<file path="src/rtl/spi_slave_mem_bridge.sv">
// spi_slave_mem_bridge
// Purpose: SPI mode-0 device that turns single-lane frames from an external
// master into 32-bit word accesses on the core memory bus. SCLK, CS and SDI
// are oversampled in clk_i, so clk_i must run at least 4x SCLK.
//   Write frame: CMD(8) ADDR(32) WDATA(32)
//   Read frame : CMD(8) ADDR(32) DUMMY(DUMMY_CYCLES) RDATA(32 on SDO)
// Ports:
//   clk_i, rst_ni            system clock, asynchronous active-low reset
//   spi_sclk/spi_cs/spi_sdi0 SPI inputs from the master (asynchronous)
//   spi_sdo0, spi_mode       serial read data out, lane mode (always single)
//   mem_req_o..mem_be_o      memory request, held until mem_gnt_i
//   mem_gnt_i, mem_rvalid_i, mem_rdata_i  memory grant and read response
//   err_o                    1-cycle pulse: dropped write, bad opcode, late read
module spi_slave_mem_bridge #(
  parameter int unsigned ADDR_W       = 32,
  parameter int unsigned DUMMY_CYCLES = 8,
  parameter logic [7:0]  CMD_WRITE    = 8'h02,
  parameter logic [7:0]  CMD_READ     = 8'h0B
) (
  input  logic              clk_i,
  input  logic              rst_ni,
  input  logic              spi_sclk,
  input  logic              spi_cs,
  input  logic              spi_sdi0,
  output logic              spi_sdo0,
  output logic [1:0]        spi_mode,
  output logic              mem_req_o,
  output logic              mem_we_o,
  output logic [ADDR_W-1:0] mem_addr_o,
  output logic [31:0]       mem_wdata_o,
  output logic [3:0]        mem_be_o,
  input  logic              mem_gnt_i,
  input  logic              mem_rvalid_i,
  input  logic [31:0]       mem_rdata_i,
  output logic              err_o
);

  typedef enum logic [2:0] {
    S_IDLE, S_CMD, S_ADDR, S_WDATA, S_DUMMY, S_RDATA, S_WAIT_CS
  } state_t;

  state_t             r_state;
  state_t             w_stateNext;
  logic [2:0]         r_sclkSync;
  logic [1:0]         r_csSync;
  logic [1:0]         r_sdiSync;
  logic [5:0]         r_bitCnt;
  logic [31:0]        r_rxShift;
  logic [31:0]        r_txShift;
  logic [ADDR_W-1:0]  r_addrLatch;
  logic               r_isRead;
  logic               r_rdValid;
  logic               r_sdo;
  logic               r_req;
  logic               r_we;
  logic [ADDR_W-1:0]  r_memAddr;
  logic [31:0]        r_wdata;
  logic               r_err;

  logic               w_rise;
  logic               w_fall;
  logic               w_csHigh;
  logic               w_sdi;
  logic [31:0]        w_rxWord;
  logic               w_cmdDone;
  logic               w_badCmd;
  logic               w_addrDone;
  logic               w_wdataDone;
  logic               w_dummyDone;
  logic               w_reqBusy;
  logic               w_rdHit;
  logic               w_haveData;
  logic [31:0]        w_txWord;

  // Two-flop synchronisers; the third SCLK flop exists only for edge detection.
  // CS resets high so a reset never looks like the start of a frame.
  always_ff @(posedge clk_i or negedge rst_ni) begin
    if (!rst_ni) begin
      r_sclkSync <= 3'b000;
      r_csSync   <= 2'b11;
      r_sdiSync  <= 2'b00;
    end else begin
      r_sclkSync <= {r_sclkSync[1:0], spi_sclk};
      r_csSync   <= {r_csSync[0], spi_cs};
      r_sdiSync  <= {r_sdiSync[0], spi_sdi0};
    end
  end

  assign w_rise   = r_sclkSync[1] & ~r_sclkSync[2];
  assign w_fall   = ~r_sclkSync[1] & r_sclkSync[2];
  assign w_csHigh = r_csSync[1];
  assign w_sdi    = r_sdiSync[1];
  assign w_rxWord = {r_rxShift[30:0], w_sdi};

  // A request still waiting for grant blocks a new one; a grant in this very
  // cycle frees the slot.
  assign w_reqBusy  = r_req & ~mem_gnt_i;
  assign w_rdHit    = (r_state == S_DUMMY) & mem_rvalid_i & ~r_rdValid;
  assign w_haveData = r_rdValid | w_rdHit;
  assign w_txWord   = w_rdHit ? mem_rdata_i : r_txShift;

  always_ff @(posedge clk_i or negedge rst_ni) begin
    if (!rst_ni) r_state <= S_IDLE;
    else         r_state <= w_stateNext;
  end

  // Frame sequencing. Phase ends are flagged on the rising edge carrying the
  // last bit, except DUMMY, which ends on the falling edge that launches the
  // first read-data bit. CS high always aborts back to IDLE.
  always_comb begin
    w_stateNext = r_state;
    w_cmdDone   = 1'b0;
    w_badCmd    = 1'b0;
    w_addrDone  = 1'b0;
    w_wdataDone = 1'b0;
    w_dummyDone = 1'b0;
    if (w_csHigh) begin
      w_stateNext = S_IDLE;
    end else begin
      case (r_state)
        S_IDLE: w_stateNext = S_CMD;
        S_CMD: begin
          if (w_rise && r_bitCnt == 6'd7) begin
            if (w_rxWord[7:0] == CMD_WRITE || w_rxWord[7:0] == CMD_READ) begin
              w_cmdDone   = 1'b1;
              w_stateNext = S_ADDR;
            end else begin
              w_badCmd    = 1'b1;
              w_stateNext = S_WAIT_CS;
            end
          end
        end
        S_ADDR: begin
          if (w_rise && r_bitCnt == 6'd31) begin
            w_addrDone  = 1'b1;
            w_stateNext = r_isRead ? S_DUMMY : S_WDATA;
          end
        end
        S_WDATA: begin
          if (w_rise && r_bitCnt == 6'd31) begin
            w_wdataDone = 1'b1;
            w_stateNext = S_WAIT_CS;
          end
        end
        S_DUMMY: begin
          if (w_fall && r_bitCnt == 6'(DUMMY_CYCLES)) begin
            w_dummyDone = 1'b1;
            w_stateNext = S_RDATA;
          end
        end
        S_RDATA: begin
          if (w_rise && r_bitCnt == 6'd31) w_stateNext = S_WAIT_CS;
        end
        S_WAIT_CS: w_stateNext = S_WAIT_CS;
        default:   w_stateNext = S_IDLE;
      endcase
    end
  end

  // Shift registers, bit counter and memory request. Later assignments in
  // this block take priority: a new issue overrides the retire of the old
  // request in the same cycle, and the dummy-end load overrides a capture.
  always_ff @(posedge clk_i or negedge rst_ni) begin
    if (!rst_ni) begin
      r_bitCnt    <= 6'd0;
      r_rxShift   <= 32'h0;
      r_txShift   <= 32'h0;
      r_addrLatch <= '0;
      r_isRead    <= 1'b0;
      r_rdValid   <= 1'b0;
      r_sdo       <= 1'b0;
      r_req       <= 1'b0;
      r_we        <= 1'b0;
      r_memAddr   <= '0;
      r_wdata     <= 32'h0;
      r_err       <= 1'b0;
    end else begin
      r_err <= 1'b0;

      if (w_stateNext != r_state) r_bitCnt <= 6'd0;
      else if (w_rise)            r_bitCnt <= r_bitCnt + 6'd1;

      if (w_rise && (r_state == S_CMD || r_state == S_ADDR || r_state == S_WDATA))
        r_rxShift <= w_rxWord;

      if (w_cmdDone) r_isRead <= (w_rxWord[7:0] == CMD_READ);
      if (w_badCmd)  r_err    <= 1'b1;

      if (r_req && mem_gnt_i) r_req <= 1'b0;

      if (w_addrDone) begin
        r_addrLatch <= w_rxWord[ADDR_W-1:0];
        if (r_isRead) begin
          r_rdValid <= 1'b0;
          if (w_reqBusy) begin
            r_err <= 1'b1;
          end else begin
            r_req     <= 1'b1;
            r_we      <= 1'b0;
            r_memAddr <= {w_rxWord[ADDR_W-1:2], 2'b00};
          end
        end
      end

      if (w_wdataDone) begin
        if (w_reqBusy) begin
          r_err <= 1'b1;
        end else begin
          r_req     <= 1'b1;
          r_we      <= 1'b1;
          r_memAddr <= {r_addrLatch[ADDR_W-1:2], 2'b00};
          r_wdata   <= w_rxWord;
        end
      end

      if (w_rdHit) begin
        r_txShift <= mem_rdata_i;
        r_rdValid <= 1'b1;
      end

      // Data that has not arrived by the end of DUMMY is replaced by zeros.
      if (w_dummyDone) begin
        r_sdo     <= w_haveData & w_txWord[31];
        r_txShift <= w_haveData ? {w_txWord[30:0], 1'b0} : 32'h0;
        if (!w_haveData) r_err <= 1'b1;
      end else if (r_state == S_RDATA && w_fall) begin
        r_sdo     <= r_txShift[31];
        r_txShift <= {r_txShift[30:0], 1'b0};
      end
    end
  end

  assign spi_sdo0    = (r_state == S_RDATA) ? r_sdo : 1'b0;
  assign spi_mode    = 2'b00;
  assign mem_req_o   = r_req;
  assign mem_we_o    = r_we;
  assign mem_addr_o  = r_memAddr;
  assign mem_wdata_o = r_wdata;
  assign mem_be_o    = 4'hF;
  assign err_o       = r_err;

endmodule

</file>
<file path="config.mk">
export PLATFORM = sky130hd
export DESIGN_NAME = spi_slave_mem_bridge
export DESIGN_NICKNAME = d
export VERILOG_FILES = /design/src/rtl/spi_slave_mem_bridge.sv
export SDC_FILE = /design/constraint.sdc
export NUM_CORES = 1
export LEC_CHECK = 0
export ABC_AREA = 1
export CAP_MARGIN = 10
export CORE_UTILIZATION = 30
export DETAILED_ROUTE_END_ITERATION = 12
export PLACE_DENSITY = 0.57
export RECOVER_POWER = 100
export SLEW_MARGIN = 40
export SYNTH_ARGS = -nofsm -noshare
export SYNTH_HDL_FRONTEND = slang
export SYNTH_SLANG_ARGS = --single-unit
</file>
<file path="constraint.sdc">
create_clock -name clk_i -period 2.2 [get_ports clk_i]
set_clock_uncertainty 0.05 [all_clocks]
set_input_delay 0.66 -clock clk_i [delete_from_list [all_inputs] [get_ports clk_i]]
set_output_delay 0.66 -clock clk_i [all_outputs]
set_load 0.02 [all_outputs]
</file>
Word level (Yosys, flattened, before mapping)
Cells that the tools add are included.
{ "totals": {"regBits": 181, "input_bits": 39, "out_inout_bits": 74, "elab_cells": 118} }
{ "op_classes": {"add_sub_neg": 1, "n_eq_ne": 12, "n_mux": 60, "bitwise": 12, "n_reduce_logical": 17} }
{ "op_table": {"columns": ["operator", "count"], "rows": [
  ["$mux W32", 9],
  ["$mux W1", 41],
  ["$mux W3", 7],
  ["$pmux W3 S6", 1],
  ["$mux W6", 2],
  ["$eq A3 B3 Y1 const B", 3],
  ["$eq A8 B2 Y1 const B", 1],
  ["$eq A8 B4 Y1 const B", 1],
  ["$reduce_bool A2 Y1", 4],
  ["$add A6 B1 Y6 const B", 1],
  ["$and A1 B1 Y1", 6],
  ["$eq A3 B2 Y1 const B", 2],
  ["$eq A6 B3 Y1 const B", 1],
  ["$eq A6 B4 Y1 const B", 1],
  ["$eq A6 B5 Y1 const B", 1],
  ["$logic_and A1 B1 Y1", 6],
  ["$not A1 Y1", 5],
  ["$reduce_and A2 Y1", 2],
  ["$eq A3 B1 Y1 const B", 1],
  ["$logic_not A3 Y1", 1],
  ["$logic_or A1 B1 Y1", 3],
  ["$ne A3 B3 Y1", 1],
  ["$reduce_or A2 Y1", 1],
  ["$or A1 B1 Y1", 1]
]} }

Logic depth before layout (Yosys ltp)
{ "depth": {"ltp_word": 14, "ltp_mapped": 14, "mapped_depth_nobuf": 14} }

Worst setup path before layout
No wires, ideal clock.
{ "synth_path": {"kind": "register -> output", "start": "reg r_state[2]", "end": "out spi_sdo0", "arrival_ns": 1.183, "path_slack_ns": 0.307, "stages_incl_launch_ff": 4, "path_cell_list": "dfrtp_1 > buf_2 > inv_1 > nor3b_1"} }
{ "synth_between": {"elab_chain_len": 2} }
{ "synth_rtl": {"columns": ["element", "line", "text"], "rows": [
  ["start: declaration", "42", "state_t r_state;"],
  ["start signal: assignment", "104", "else r_state <= w_stateNext;"],
  ["$eq A3 B3 Y1", "233", "assign spi_sdo0 = (r_state == S_RDATA) ? r_sdo : 1'b0;"],
  ["$mux W1", "233", null],
  ["end: declaration", "25", "output logic spi_sdo0,"]
]} }
Every way passes these cells.

Final worst setup path
{ "layout_path": {"start": "reg r_memAddr[14] (netlist: mem_addr_o[14])", "end": "out mem_addr_o[14]"} }
{ "layout_rtl": {"columns": ["element", "line", "text"], "rows": [
  ["start: declaration", "56", "logic [ADDR_W-1:0] r_memAddr;"],
  ["start signal: assignment", "200", "r_memAddr <= {w_rxWord[ADDR_W-1:2], 2'b00};"],
  ["start signal: assignment", "211", "r_memAddr <= {r_addrLatch[ADDR_W-1:2], 2'b00};"],
  ["end: declaration", "29", "output logic [ADDR_W-1:0] mem_addr_o,"]
]} }
No word-level cell between the ends.

==> results_dict.tcl <==
set metrics [dict create \
    power-per-cell-area_mw_per_mm2 709.2 \
    htree_levels 4 \
    crit_buf_inv 1 \
    hold_viol 0 \
    critPathTopFamily "buffers and inverters" \
    synth.area.top_cells "dfrtp_1 (56%), nand2_1 (12%), o21ai_0 (7.8%)" \
    grt_max_degree 67 \
    core-area_mm2 0.02598 \
    drtAntennaViolNets 0 \
    hold_class "reg2reg" \
    slowest_delay_ns 0.63 \
    synthToLayoutAreaGrowth_pct 26.99 \
    p_seq_share_pct 48.5 \
    status "completed" \
    synth_seq_area_share_pct 56.54 \
    die_area_mm2 0.02708 \
    numCtsBuffers 17 \
    synth_common_cells "nand2_1 (258), dfrtp_1 (177), o21ai_0 (123)" \
    maxSlewViolCount 0 \
    gp_congestion 0.8123 \
    wl_um 20100 \
    rsz0062_at_grt "no" \
    finalCriticalPeriod_ns 2.179 \
    io_pins 113 \
    tritoncts "done" \
    synth_seq_cells 179 \
    p_leak_nw 4.747 \
    netlist.area_leader.share_pct 55.88 \
    clock_latency_ns 0.44 \
    grt.total_usage_pct 15.57 \
    diodes 0 \
    nets 1053 \
    synthesis.instances 897 \
    tightest_slew_ns 0.9090 \
    synthArstFlopShare_pct 100.0 \
    overflow 0 \
    cts-root-buf "clkbuf_16" \
    clk_pin_slew_ns 0.08 \
    synth_top_cell_by_area "dfrtp_1" \
    dp_worst_setup_slack_ns -0.09110 \
    multi_input_area_mm2 0.002928 \
    clock_sinks 179 \
    die_w_um 164.5 \
    synth-edff-count 0 \
    tns_ns 0 \
    crit_path_start_kind "register" \
    nFillCells 2664 \
    swShare_pct 27.66 \
    grt_pass1_wl_um 33000 \
    timing.final.ws_setup_ns 0.02092 \
    post_drt_via_cell_ratio 4.706 \
    port_buffers 106 \
    max_freq_mhz 458.9 \
    die_h_um 164.5 \
    synth_cell_types 37 \
    syn-cell-area_mm2 0.007926 \
    vias 6400 \
    cp_data_required_time_ns 1.49 \
    yosysWarningCount 0 \
    dpl.hpwl_um 12950 \
    drc 0 \
    num_rows 59 \
    drv_cap 0 \
    worstSetupPathType "reg2out" \
    p_comb_share_pct 7.4 \
    start_util_pct 30.50 \
    ys.flop_type "dfrtp_1" \
    synth.most_common_cell "nand2_1" \
    endpoint_kind "output pin" \
    drive_above_1_share_pct 9.854 \
    ir_drop_mv 0.4612 \
    drtIter0Drc 579 \
    worstPathMaxFanout 2 \
    timing.final.crit_share_pct 99.05 \
    path_cells "clkdlybuf4s50_1" \
    drt-pass1-iter-count 5 \
    clockBufferDepth 2 \
    drt-wirelength-per-cell_um 14.78 \
    grt_pass1_vias 6328 \
    avgSynthCellArea_um2 8.837 \
    post-route-util_pct 38.74 \
    seq_area_mm2 0.004482 \
    p_clk_share_pct 44.0 \
    cp_slowest_cell "clkdlybuf4s50_1" \
    maxSlewHeadroom_pct 39.40 \
    p_switching_mw 1.974 \
    crit_arrival_ns 1.47 \
    antenna_found_initial 0 \
    p_int_mw 5.165 \
    setup_viol 0 \
]
## sequential cells by signal, summed over array words and instances (netlist names), 3 cells and up
| name | count |
|---|---|
| mem_wdata_o | 32 |
| r_bitCnt | 6 |
| r_addrLatch | 30 |
| r_sclkSync | 3 |
| r_rxShift | 31 |
| r_state | 3 |
| mem_addr_o | 32 |
| r_txShift | 32 |
## what timing repair did
action                                  4_1_cts  5_1_grt
endpoints found under the setup margin        1       15
hold buffers                                  1        0
pin swaps                                     0        1
endpoints found under the hold margin         4        0
resized for setup                             5       16
setup buffers                                 0        0
## cell type report
type                       count  area share (%)
clock inverter                15           2.026
timing repair buffer         148           13.81
sequential                   179           44.52
tap                          335           4.164
clock buffer                  17           4.226
multi-input combinational    608           29.09
inverter                      58           2.163
## stage by stage
stage / total power, mW / area (um^2) / hold WS (ns) / cells
2_1_floorplan: 3.760 / 7941 / 0.2812 / 901
3_3_place_gp: 4.095 / 9594 / 0.2881 / 1327
3_5_place_dp: 4.096 / 9594 / 0.2896 / 1327
4_1_cts: 7.275 / 10240 / 0.3105 / 1360
5_1_grt: 7.443 / 10070 / 0.3144 / 1360
6_report: 7.139 / 10070 / 0.3100 / 1360
## cell usage in the layout, fill, tap and decap left out, types with 15 or more instances in the layout
cell	Yosys	final
clkbuf_16	0	17
buf_4	10	26
inv_1	51	51
nor3_1	30	31
mux2i_1	15	15
clkdlybuf4s50_1	0	89
o21ai_1	57	20
nor2_1	43	43
o211ai_1	16	16
o21ai_0	123	163
dfrtp_1	177	177
nand2_1	258	258
## worst paths after layout
path                                           from                    endpoint  depth (start not counted)  slack (ns)
min reg2reg                   r_csSync[0]$_DFF_PN1_       r_csSync[1]$_DFF_PN1_                          0        0.31
min                           r_csSync[0]$_DFF_PN1_       r_csSync[1]$_DFF_PN1_                          0        0.31
min in group asynchronous                    rst_ni  mem_wdata_o[1]$_DFFE_PN0P_                          2        0.58
max                        mem_addr_o[14]$_DFF_PN0_              mem_addr_o[14]                          1        0.02
max in group asynchronous                    rst_ni     mem_addr_o[4]$_DFF_PN0_                          3        0.36
max reg2reg                    r_state[0]$_DFF_PN0_           r_sdo$_DFFE_PN0P_                          8        0.18
## power by group through the flow
stage / clock, mW / sequential, mW / combinational (mW)
4_1_cts: 3.24 / 3.47 / 0.573
3_3_place_gp: 0 / 3.53 / 0.566
2_1_floorplan: 0 / 3.58 / 0.177
6_report: 3.14 / 3.47 / 0.530
3_5_place_dp: 0 / 3.53 / 0.567
5_1_grt: 3.37 / 3.48 / 0.592
## worst reg2reg max path, cell delays in order (launching register included)
cell and delay [ns]:
dfrtp_1 0.40, buf_4 0.17, nor2_4 0.17, nand2_1 0.09, nor3_1 0.32, nand2_2 0.14
buf_4 0.24, a22oi_1 0.22, a21oi_1 0.09
## layer usage
metal / track usage (%) / up-vias / share of wire [%]
met5: 0 / - / 0
met4: 3.795 / 0 / 0.89
met3: 3.516 / 15 / 4.8
met2: 23.82 / 120 / 44
met1: 22.18 / 3098 / 50
li1: - / 3167 / -
## logic make-up (layout without fill, tap and decap cells)
logic type | Yosys count | count (layout) | share of synthesized area [%]
simple gates | 367 | 367 | 19.67
compound gates | 214 | 214 | 14.49
flops | 179 | 179 | 56.54
buf+inv | 114 | 238 | 6.551
mux | 15 | 15 | 1.894
xor+xnor | 4 | 4 | 0.4419
fa+ha+maj | 2 | 2 | 0.3157
other cells | 2 | 6 | 0.09475
(Power assumes the default switching activity.)
